[src/rtl/tff_stream_decoder.sv]
// tff_stream_decoder
// Recovers the T bit stream from a sampled toggle flip-flop output line
// (t = q ^ q_prev) and packs it LSB-first into WIDTH-bit words, which are
// handed downstream through a one-word valid/ready output buffer.
//
// Build option: define TFF_DEC_PARITY_EN to expect one trailing even-parity
// bit per word. Words that fail the check pulse parity_err and are dropped
// without affecting data_out, data_valid or overflow. Without the macro,
// frames are WIDTH bits long and parity_err is tied low.
//
// state | meaning
// IDLE  | between frames, bit_cnt = 0, next sample is data bit 0
// SHIFT | collecting data bits 1..WIDTH-1
// PAR   | data word held in shift_reg, next sample is the parity bit
//         (exists only with TFF_DEC_PARITY_EN)
module tff_stream_decoder #(
  parameter int WIDTH = 8
) (
  input  logic             clk,
  input  logic             rst,
  input  logic             q_in,
  input  logic             q_valid,
  output logic [WIDTH-1:0] data_out,
  output logic             data_valid,
  input  logic             data_ready,
  output logic             overflow,
  output logic             parity_err
);

  // bit_cnt only ever holds 0..WIDTH-1: the sample that would make it WIDTH
  // completes the word and returns it to 0 in the same edge.
  localparam int CNT_W = (WIDTH > 1) ? $clog2(WIDTH) : 1;

  typedef enum logic [1:0] {
    IDLE  = 2'd0,
    SHIFT = 2'd1,
    PAR   = 2'd2
  } state_t;

  state_t             state;
  logic               q_prev;
  logic [CNT_W-1:0]   bit_cnt;
  logic [WIDTH-1:0]   shift_reg;

  logic               t_bit;
  logic [WIDTH-1:0]   word_next;
  logic               last_bit;
  logic               word_done;
  logic [WIDTH-1:0]   word_val;
  logic               buf_free;
`ifdef TFF_DEC_PARITY_EN
  logic               par_ok;
  logic               par_bad;
`endif

  // Decode the current sample and work out whether a word completes on it.
  always_comb begin
    t_bit              = q_in ^ q_prev;
    word_next          = shift_reg;
    word_next[bit_cnt] = t_bit;
    last_bit           = q_valid && (state == SHIFT) &&
                         (bit_cnt == CNT_W'(WIDTH - 1));
    // The buffer can take a word if it is empty or is being read this cycle.
    buf_free           = !data_valid || data_ready;
`ifdef TFF_DEC_PARITY_EN
    par_ok             = (t_bit == ^shift_reg);
    par_bad            = q_valid && (state == PAR) && !par_ok;
    word_done          = q_valid && (state == PAR) && par_ok;
    word_val           = shift_reg;
`else
    word_done          = last_bit;
    word_val           = word_next;
`endif
  end

  // Frame FSM, bit collection and the one-word output buffer.
  always_ff @(posedge clk or negedge rst) begin
    if (!rst) begin
      state      <= IDLE;
      q_prev     <= 1'b0;
      bit_cnt    <= '0;
      shift_reg  <= '0;
      data_out   <= '0;
      data_valid <= 1'b0;
      overflow   <= 1'b0;
`ifdef TFF_DEC_PARITY_EN
      parity_err <= 1'b0;
`endif
    end else begin
`ifdef TFF_DEC_PARITY_EN
      parity_err <= par_bad;
`endif
      // Drain first; a word completing in the same cycle overrides this.
      if (data_valid && data_ready) begin
        data_valid <= 1'b0;
      end

      if (word_done) begin
        if (buf_free) begin
          data_out   <= word_val;
          data_valid <= 1'b1;
        end else begin
          overflow <= 1'b1;
        end
      end

      if (q_valid) begin
        q_prev <= q_in;
        case (state)
          IDLE: begin
            shift_reg <= word_next;
            bit_cnt   <= CNT_W'(1);
            state     <= SHIFT;
          end
          SHIFT: begin
            shift_reg <= word_next;
            if (last_bit) begin
              bit_cnt <= '0;
`ifdef TFF_DEC_PARITY_EN
              state   <= PAR;
`else
              state   <= IDLE;
`endif
            end else begin
              bit_cnt <= bit_cnt + CNT_W'(1);
            end
          end
          PAR: begin
            state <= IDLE;
          end
          default: begin
            state   <= IDLE;
            bit_cnt <= '0;
          end
        endcase
      end
    end
  end

`ifndef TFF_DEC_PARITY_EN
  assign parity_err = 1'b0;
`endif

endmodule

[config.mk]
export PLATFORM = sky130hd
export DESIGN_NAME = tff_stream_decoder
export DESIGN_NICKNAME = d
export VERILOG_FILES = /design/src/rtl/tff_stream_decoder.sv
export SDC_FILE = /design/constraint.sdc
export NUM_CORES = 1
export LEC_CHECK = 0
export ABC_AREA = 1
export CORE_MARGIN = 2
export CORE_UTILIZATION = 48
export DETAILED_ROUTE_END_ITERATION = 8
export GPL_TIMING_DRIVEN = 0
export PLACE_DENSITY = 0.8
export SYNTH_ARGS = -nofsm -noshare
export SYNTH_HDL_FRONTEND = slang
export SYNTH_SLANG_ARGS = --single-unit
[constraint.sdc]
create_clock -name clk -period 1.28 [get_ports clk]
set_input_delay 0.384 -clock clk [delete_from_list [all_inputs] [get_ports clk]]
set_output_delay 0.384 -clock clk [all_outputs]
set_load 0.02 [all_outputs]
### Yosys cells after proc, flatten, opt, wreduce, memory -nomap -nowiden

Index checks and enable logic that the tools add are counted.

* logic and storage cells: 40
* bits of input ports: 5
* register bits after elaboration: 24
* output and inout port bits: 11

* multiplexer cells: 10
* reductions and logical operators: 13
* bitwise operators: 3
* magnitude comparators: 2
* add/subtract/negate cells: 1
* equal/unequal tests: 4

Operator list (count)
* $reduce_and 2->1: 5
* $pmux 3 s3: 1
* $bwmux 8: 1
* $logic_and 1x1->1: 4
* $lt 3x4->1 const B: 1
* $mux 1: 4
* $pmux 2 s2: 1
* $add 3x1->3 const B: 1
* $demux 1 s3: 1
* $eq 3x3->1 const B: 1
* $ge 3x1->1 const B: 1
* $mux 3: 1
* $eq 2x1->1 const B: 1
* $eq 2x2->1 const B: 1
* $logic_not 2->1: 1
* $mux 2: 1
* $ne 2x2->1 const B: 1
* $not 1->1: 2
* $reduce_or 2->1: 1
* $logic_not 1->1: 1
* $logic_or 1x1->1: 1
* $xor 1x1->1: 1

### Depth between registers and ports, before layout

Gate-level depths: netlist of the first run.

* depth in word-level cells: 5
* depth in mapped cells: 7
* gate-level depth less buffers: 7

### Least setup slack after synthesis of the first run

Ideal clock, no wire load.

* path type: register -> register
* from: reg bit_cnt[1]
* to: reg data_out[6]
* setup time: 0.117 ns
* period minus slack after synthesis: 1.302 ns
* setup slack: -0.022 ns
* buffers on the path: 0
* data required time: 1.163 ns
* cell stages (with the launch flop): 8
* data arrival time: 1.185 ns
* cell sequence: dfrtp_1 > ha_1 > ha_1 > nand3_4 > nor2_8 > inv_4 > nand2_1 > nand2_1

* longest elaborated chain between the ends: 5
* elaborated cells between the ends (all ways): 9
* classes of those cells: order compare: 2; eq/ne: 1; mux: 3; reduce/logical: 3

RTL lines
* from (decl): line 42 `logic [CNT_W-1:0] bit_cnt;`
* from (signal assigned): line 125 `bit_cnt <= bit_cnt + CNT_W'(1);`
* $lt 3x4->1 (implied by the code) or $ge 3x1->1 (tied branches): line 60 `word_next[bit_cnt] = t_bit;`
* $logic_and 1x1->1 (implied by the code): line 60
* $mux 1 (implied by the code): line 60
* $demux 1 s3: line 60
* $bwmux 8: line 60
* to (signal assigned): line 100 `data_out <= word_val;`
* to (decl): line 23 `output logic [WIDTH-1:0] data_out,`

Parallel ways exist; a longest one is shown, timed or not.
A chain may end at the register's enable or synchronous reset.

### Worst setup path after layout of the first run

* from: reg bit_cnt[1]
* to: reg data_out[1]

The elaborated chain is that of the path after synthesis.

==> flow_summary.ini, run 1 <==
[detailed_routing]
drc_violations_left = 0
detail_route.first_pass.iterations = 4
vias = 994
routedWlPerCell_microns = 11.9
wl_mm = 2.36
antenna_left = 0
first_iter_violations = 32
viasPerCell = 4.99

[global_route]
tot_gr_track_use_pct = 19.4
via_count_of_the_first_global_routing_pass = 891
antenna_found_initial = 0
grt_first_pass_wirelength_mm = 3.82
grt_max_degree = 24
grt-ovfl-total = 0

[timing]
layout_worst_path_cycle_share_pct = 102
worstMarginPinSlew_ns = 0.984
finalHoldWorstSlack_ns = 0.305
finalHoldViolCount = 0
skew_ns = 0.00254
max_slew_margin_pct = 34.4
slew_violations = 0
total_negative_setup_slack_ns = -0.128
finalWorstPathRequiredPeriod_ns = 1.31
fin_ws_ns = -0.0258
finalSetupViolCount = 8
grt_setup_unrepaired = yes
max_freq_mhz = 766

[final_layout]
area.growth.synth_to_final_pct = 23.0
fillers = 184
num_antenna_cells = 0
multi_input_comb_area_sq_um = 514
layout.cells.non_filler = 199
drive_above_1_share_pct = 22.8
final-seq-area_sq_um = 577
nets = 179

[power]
power.clock.fraction_pct = 11.1
sw_frac_of_total_pct = 41.6
p_seq_share_pct = 40.1
standby_leakage_power_nw = 0.765
p_switching_mw = 1.26
post-layout-total-power_mw = 3.04
power.density_mw_per_mm2 = 2130
cellInternalPower_mw = 1.77
share_comb_of_total_power_pct = 48.8
vdd.ir_drop.worst_uv = 1030

[logic_synthesis]
yosys.cell_count.top_type = sky130_fd_sc_hd__nand2_1
syn-mean-instance-area_sq_um = 7.93
synth_async_sr_flop_share_pct = 100
yosysTopAreaCell = sky130_fd_sc_hd__dfrtp_1
post_synth_instance_area_sq_mm = 0.00116
synth_seq_area_share_pct = 49.7
synth.top_cells.by_area = sky130_fd_sc_hd__dfrtp_1 50%, sky130_fd_sc_hd__nand2_1 18%, sky130_fd_sc_hd__nand3_1 9.9%
synth_top_cell_area_share_pct = 49.7
synth.net_count = 153
synth_common_cells = 57 x sky130_fd_sc_hd__nand2_1, 23 x sky130_fd_sc_hd__dfrtp_1, 23 x sky130_fd_sc_hd__nand3_1
netlist_instances = 146
ys_warns = 0
ys_dominant_reg_cell = sky130_fd_sc_hd__dfrtp_1
synth-edff-count = 0
synth.ff_latch_count = 23
yosysUniqueCellTypes = 20

[hold_path]
holdCritPathClass = input port to register

[critical_path]
critical_path.startpoint_type = register
arrival_ns = 1.53
crit_path_end_kind = register
criticalPathCategory = register to register
highest_net_fanout_along_the_worst_path = 8
worst_ep_required_time_ns = 1.50

[place]
place_worst_setup_slack_ns = -0.363
dpl.cell_count = 187
detailedPlacementHpwl_mm = 1.64
routabilityCongestion = 0.845
placement.io_buffers = 13

[status]
run_status = finished, violations left
violations_in_the_final_reports = setup timing

[clock_network]
cts_inserted_buffers = 3
cts_root_buf = sky130_fd_sc_hd__clkbuf_4
clock_tree.htree_level_count = 1
clock_tree_from_tritoncts = yes
cts.sink_count = 23
max_clock_buf_depth = 2
worst_skew_pair.late_latency_ns = 0.31
path_clk_slew_ns = 0.12

[floorplan]
std_cell_rows = 17
die-width_microns = 53.1
die_area_sq_mm = 0.00282
die_h_microns = 53.1
ios = 16
core_box_area_sq_mm = 0.00225
initial_utilization_pct = 51.3

[job]
max_cap_violations = 0
metal layers:
| layer | global-route usage, % | wire (microns) |
|---|---|---|
| met2 | 35.0 | 1160 |
| met5 | 0 | 0 |
| met4 | 9.83 | 51 |
| met3 | 3.67 | 149 |
| met1 | 21.3 | 994 |
cell families (layout without fill, tap and decap cells):
group | after synthesis | in the layout | synth area share (%)
flip-flops | 23 | 23 | 49.7
adder cells (fa/ha/maj) | 2 | 2 | 2.16
AND/OR/NAND/NOR | 89 | 90 | 34.2
other | 1 | 1 | 0.324
AO/OA/AOI/OAI | 9 | 9 | 4.87
buffers and inverters | 22 | 46 | 8.76
repair_timing:
action | CTS | global route
resized for setup | 44 | 14
pin swaps | 2 | 0
cloned | 1 | 0
endpoints found under the setup margin | 41 | 24
hold buffers | 0 | 0
buffers inserted | 4 | 3
power groups by stage:
stage | combinational, mW | sequential (mW) | clock (mW)
2_1_floorplan | 0.759 | 1.36 | 0
3_5_place_dp | 1.36 | 1.23 | 0
4_1_cts | 1.33 | 1.20 | 0.344
3_3_place_gp | 1.29 | 1.22 | 0
5_1_grt | 1.66 | 1.24 | 0.364
6_report | 1.48 | 1.22 | 0.337
worst max-delay path: stages, from the launching register on:
cell and delay [ns]:
sky130_fd_sc_hd__dfrtp_2 0.39, sky130_fd_sc_hd__ha_2 0.20, sky130_fd_sc_hd__ha_4 0.15, sky130_fd_sc_hd__nand3_4 0.12, sky130_fd_sc_hd__nor2_8 0.18, sky130_fd_sc_hd__inv_6 0.07, sky130_fd_sc_hd__nand2_1 0.06, sky130_fd_sc_hd__nand2_1 0.04
layout by cell type, fill, tap and decap left out, types with 2 or more instances in the layout:
master / n
sky130_fd_sc_hd__o21bai_1: 3
sky130_fd_sc_hd__inv_2: 2
sky130_fd_sc_hd__nand2_2: 3
sky130_fd_sc_hd__o21ai_0: 2
sky130_fd_sc_hd__buf_6: 6
sky130_fd_sc_hd__buf_4: 9
sky130_fd_sc_hd__dfrtp_1: 22
sky130_fd_sc_hd__inv_4: 2
sky130_fd_sc_hd__inv_1: 13
sky130_fd_sc_hd__nand3_1: 23
sky130_fd_sc_hd__nor2_1: 6
sky130_fd_sc_hd__nand2_1: 54
sky130_fd_sc_hd__clkbuf_4: 3
sky130_fd_sc_hd__a21oi_1: 2
sky130_fd_sc_hd__clkdlybuf4s50_1: 2
sky130_fd_sc_hd__buf_2: 6
path summary, 6_finish.rpt:
path | start | to | slack, ns | cells past startpoint
min reg2reg | shift_reg[6] | shift_reg[6] | 0.49 | 2
max reg2reg | bit_cnt[1] | data_out[1] | -0.03 | 7
min | q_valid | q_prev | 0.30 | 2
max in group asynchronous | rst | bit_cnt[1] | 0.30 | 1
max | bit_cnt[1] | data_out[1] | -0.03 | 7
min in group asynchronous | rst | bit_cnt[0] | 0.33 | 1
cell type report:
cell class / count / area share (%)
Buffer: 4 / 2.20
Clock buffer: 4 / 1.85
Inverter: 18 / 5.45
Multi-Input combinational cell: 102 / 36.1
Sequential cell: 23 / 40.5
Tap cell: 28 / 2.46
Timing Repair Buffer: 20 / 11.4
stage by stage:
| step | util, % | area, sq um |
|---|---|---|
| after floorplan | - | 1170 |
| after global placement | 59.3 | 1340 |
| after detailed placement | 59.3 | 1340 |
| after CTS | 60.3 | 1360 |
| after global routing | 63.2 | 1420 |
| final | 63.2 | 1420 |
(Power assumes the default switching activity.)
==> run 2: changes to the inputs <==
- CORE_MARGIN: 2 -> default
- HOLD_SLACK_MARGIN: default -> 0.02
==> run 2 against run 1 <==
- the flow still finishes with violations (setup timing)
- first-iteration DRC count increased by 6.3%
- clock skew increased by 0.0036 ns
- worst setup slack got worse by 0.025 ns
- maximum frequency decreased by 1.9%
- combinational power about the same
- hold slack about the same
- register-to-register slack got worse by 0.03 ns
- total power decreased by 1.1%
- sequential power about the same
- cell area decreased by 1.2%
- global-route usage increased by 1.7 points
- via count increased by 2.3%
- largest cell class unchanged
- highest routed layer unchanged
==> flow_summary.ini, run 2 (synthesis results as in run 1) <==
[timing]
layout_worst_path_cycle_share_pct = 104
fin_ws_ns = -0.0511
finalWorstPathRequiredPeriod_ns = 1.33
finalHoldWorstSlack_ns = 0.304
slew_violations = 0
grt_setup_unrepaired = yes
worstMarginPinSlew_ns = 1.00
total_negative_setup_slack_ns = -0.286
finalHoldViolCount = 0
finalSetupViolCount = 8
skew_ns = 0.00609
max_freq_mhz = 751
max_slew_margin_pct = 33.3

[critical_path]
crit_path_max_incr_delay_ns = 0.38
critical_path.cell_chain = ha_2 -> ha_4 -> nand3_4 -> nor2_8 -> inv_6 -> nand2_2 -> nand2_1
critical_path.startpoint_type = register
highest_net_fanout_along_the_worst_path = 8
crit_path_end_kind = register
criticalPathCategory = register to register
critical-path-slowest-cell = sky130_fd_sc_hd__dfrtp_1
arrival_ns = 1.54
worst_ep_required_time_ns = 1.49

[final_layout]
drive_above_1_share_pct = 25.9
nets = 178
most-common-layout-cells = 49 x sky130_fd_sc_hd__nand2_1, 23 x sky130_fd_sc_hd__nand3_1, 21 x sky130_fd_sc_hd__dfrtp_1
num_antenna_cells = 0
fin_area_sq_mm = 0.00141
layout.cells.non_filler = 198
multi_input_comb_area_sq_um = 527
area.growth.synth_to_final_pct = 21.5
layout.cells.most_common = sky130_fd_sc_hd__nand2_1
final-seq-area_sq_um = 578
fillers = 191

[clock_network]
clock_tree_from_tritoncts = yes
path_clk_slew_ns = 0.13
cts.sink_count = 23
worst_skew_pair.late_latency_ns = 0.31
max_clock_buf_depth = 2
cts_inserted_buffers = 3
clock_tree.htree_level_count = 1
cts_root_buf = sky130_fd_sc_hd__clkbuf_4
cts.hold.buffers_added = 0

[floorplan]
ios = 16
initial_utilization_pct = 51.8
die_h_microns = 51.1
die-width_microns = 51.1
std_cell_rows = 17
core_box_area_sq_mm = 0.00223
die_area_sq_mm = 0.00261

[hold_path]
holdCritPathClass = input port to register

[status]
run_status = finished, violations left
violations_in_the_final_reports = setup timing

[detailed_routing]
vias = 1017
antenna_left = 0
routedWlPerCell_microns = 12.1
drc_violations_left = 0
detail_route.first_pass.iterations = 4
wl_mm = 2.40
first_iter_violations = 34
viasPerCell = 5.14

[place]
routabilityCongestion = 0.802
detailedPlacementHpwl_mm = 1.66
post_detailed_placement_cell_area_sq_mm = 0.00134
dpl.cell_count = 187
placement.io_buffers = 13

[global_route]
grt_first_pass_wirelength_mm = 4.04
antenna_found_initial = 0
grt-ovfl-total = 0
grt_max_degree = 24
tot_gr_track_use_pct = 21.1
via_count_of_the_first_global_routing_pass = 953

[power]
vdd.ir_drop.worst_uv = 1060
power.density_mw_per_mm2 = 2140
standby_leakage_power_nw = 0.757

[job]
max_cap_violations = 0
run 2: metal layers:
metal  track usage, %  share of wire [%]  vias to the layer above
met5                0                  0                        -
met4             8.33                1.7                        0
met3             2.68                5.6                        6
met2             35.5                 49                       38
met1             27.2                 44                      463
li1                 -                  -                      510
run 2: cell type report:
class,count,area share [%]
multi-input combinational,102,37.5
timing repair buffer,19,9.70
tap,28,2.49
inverter,18,5.16
buffer,4,2.22
sequential,23,41.1
clock buffer,4,1.87
run 2: path summary, 6_finish.rpt:
| path | startpoint | end | slack, ns | depth (start not counted) |
|---|---|---|---|---|
| max in group asynchronous | rst | bit_cnt[2] | 0.27 | 1 |
| worst max-delay path | bit_cnt[0] | data_out[1] | -0.05 | 7 |
| min in group asynchronous | rst | data_out[4] | 0.34 | 1 |
| worst min-delay path | q_valid | q_prev | 0.30 | 2 |
| worst min register to register | data_out[6] | data_out[6] | 0.47 | 2 |
| worst max register to register | bit_cnt[0] | data_out[1] | -0.05 | 7 |
run 2: metrics by stage:
stage	worst slack [ns]	total power [mW]	utilization [%]
5_1_grt	-0.125	3.26	63.0
6_report	-0.0511	3.01	63.0
3_3_place_gp	-0.354	2.51	59.9
4_1_cts	-0.0449	2.87	60.6
2_1_floorplan	-0.0192	2.12	-
3_5_place_dp	-0.386	2.58	59.9
run 2: power breakdown:
group          leakage [nW]  internal (mW)  switching, mW
clock                0.0150          0.122          0.214
combinational         0.455          0.601          0.859
sequential            0.287           1.02          0.185
total                 0.757           1.75           1.26
run 2: worst max-delay path: cells and delay by family, from the launching register on:
kind / cells / cell delay [ns]
AND/OR/NAND/NOR: 4 / 0.44
flip-flops: 1 / 0.38
adder cells (fa/ha/maj): 2 / 0.33
buffers and inverters: 1 / 0.07
run 2: what timing repair did:
action	4_1_cts	5_1_grt
setup buffers	1	5
cloned	1	0
pin swaps	2	2
gates resized for setup	51	5
setup endpoints to repair	41	23
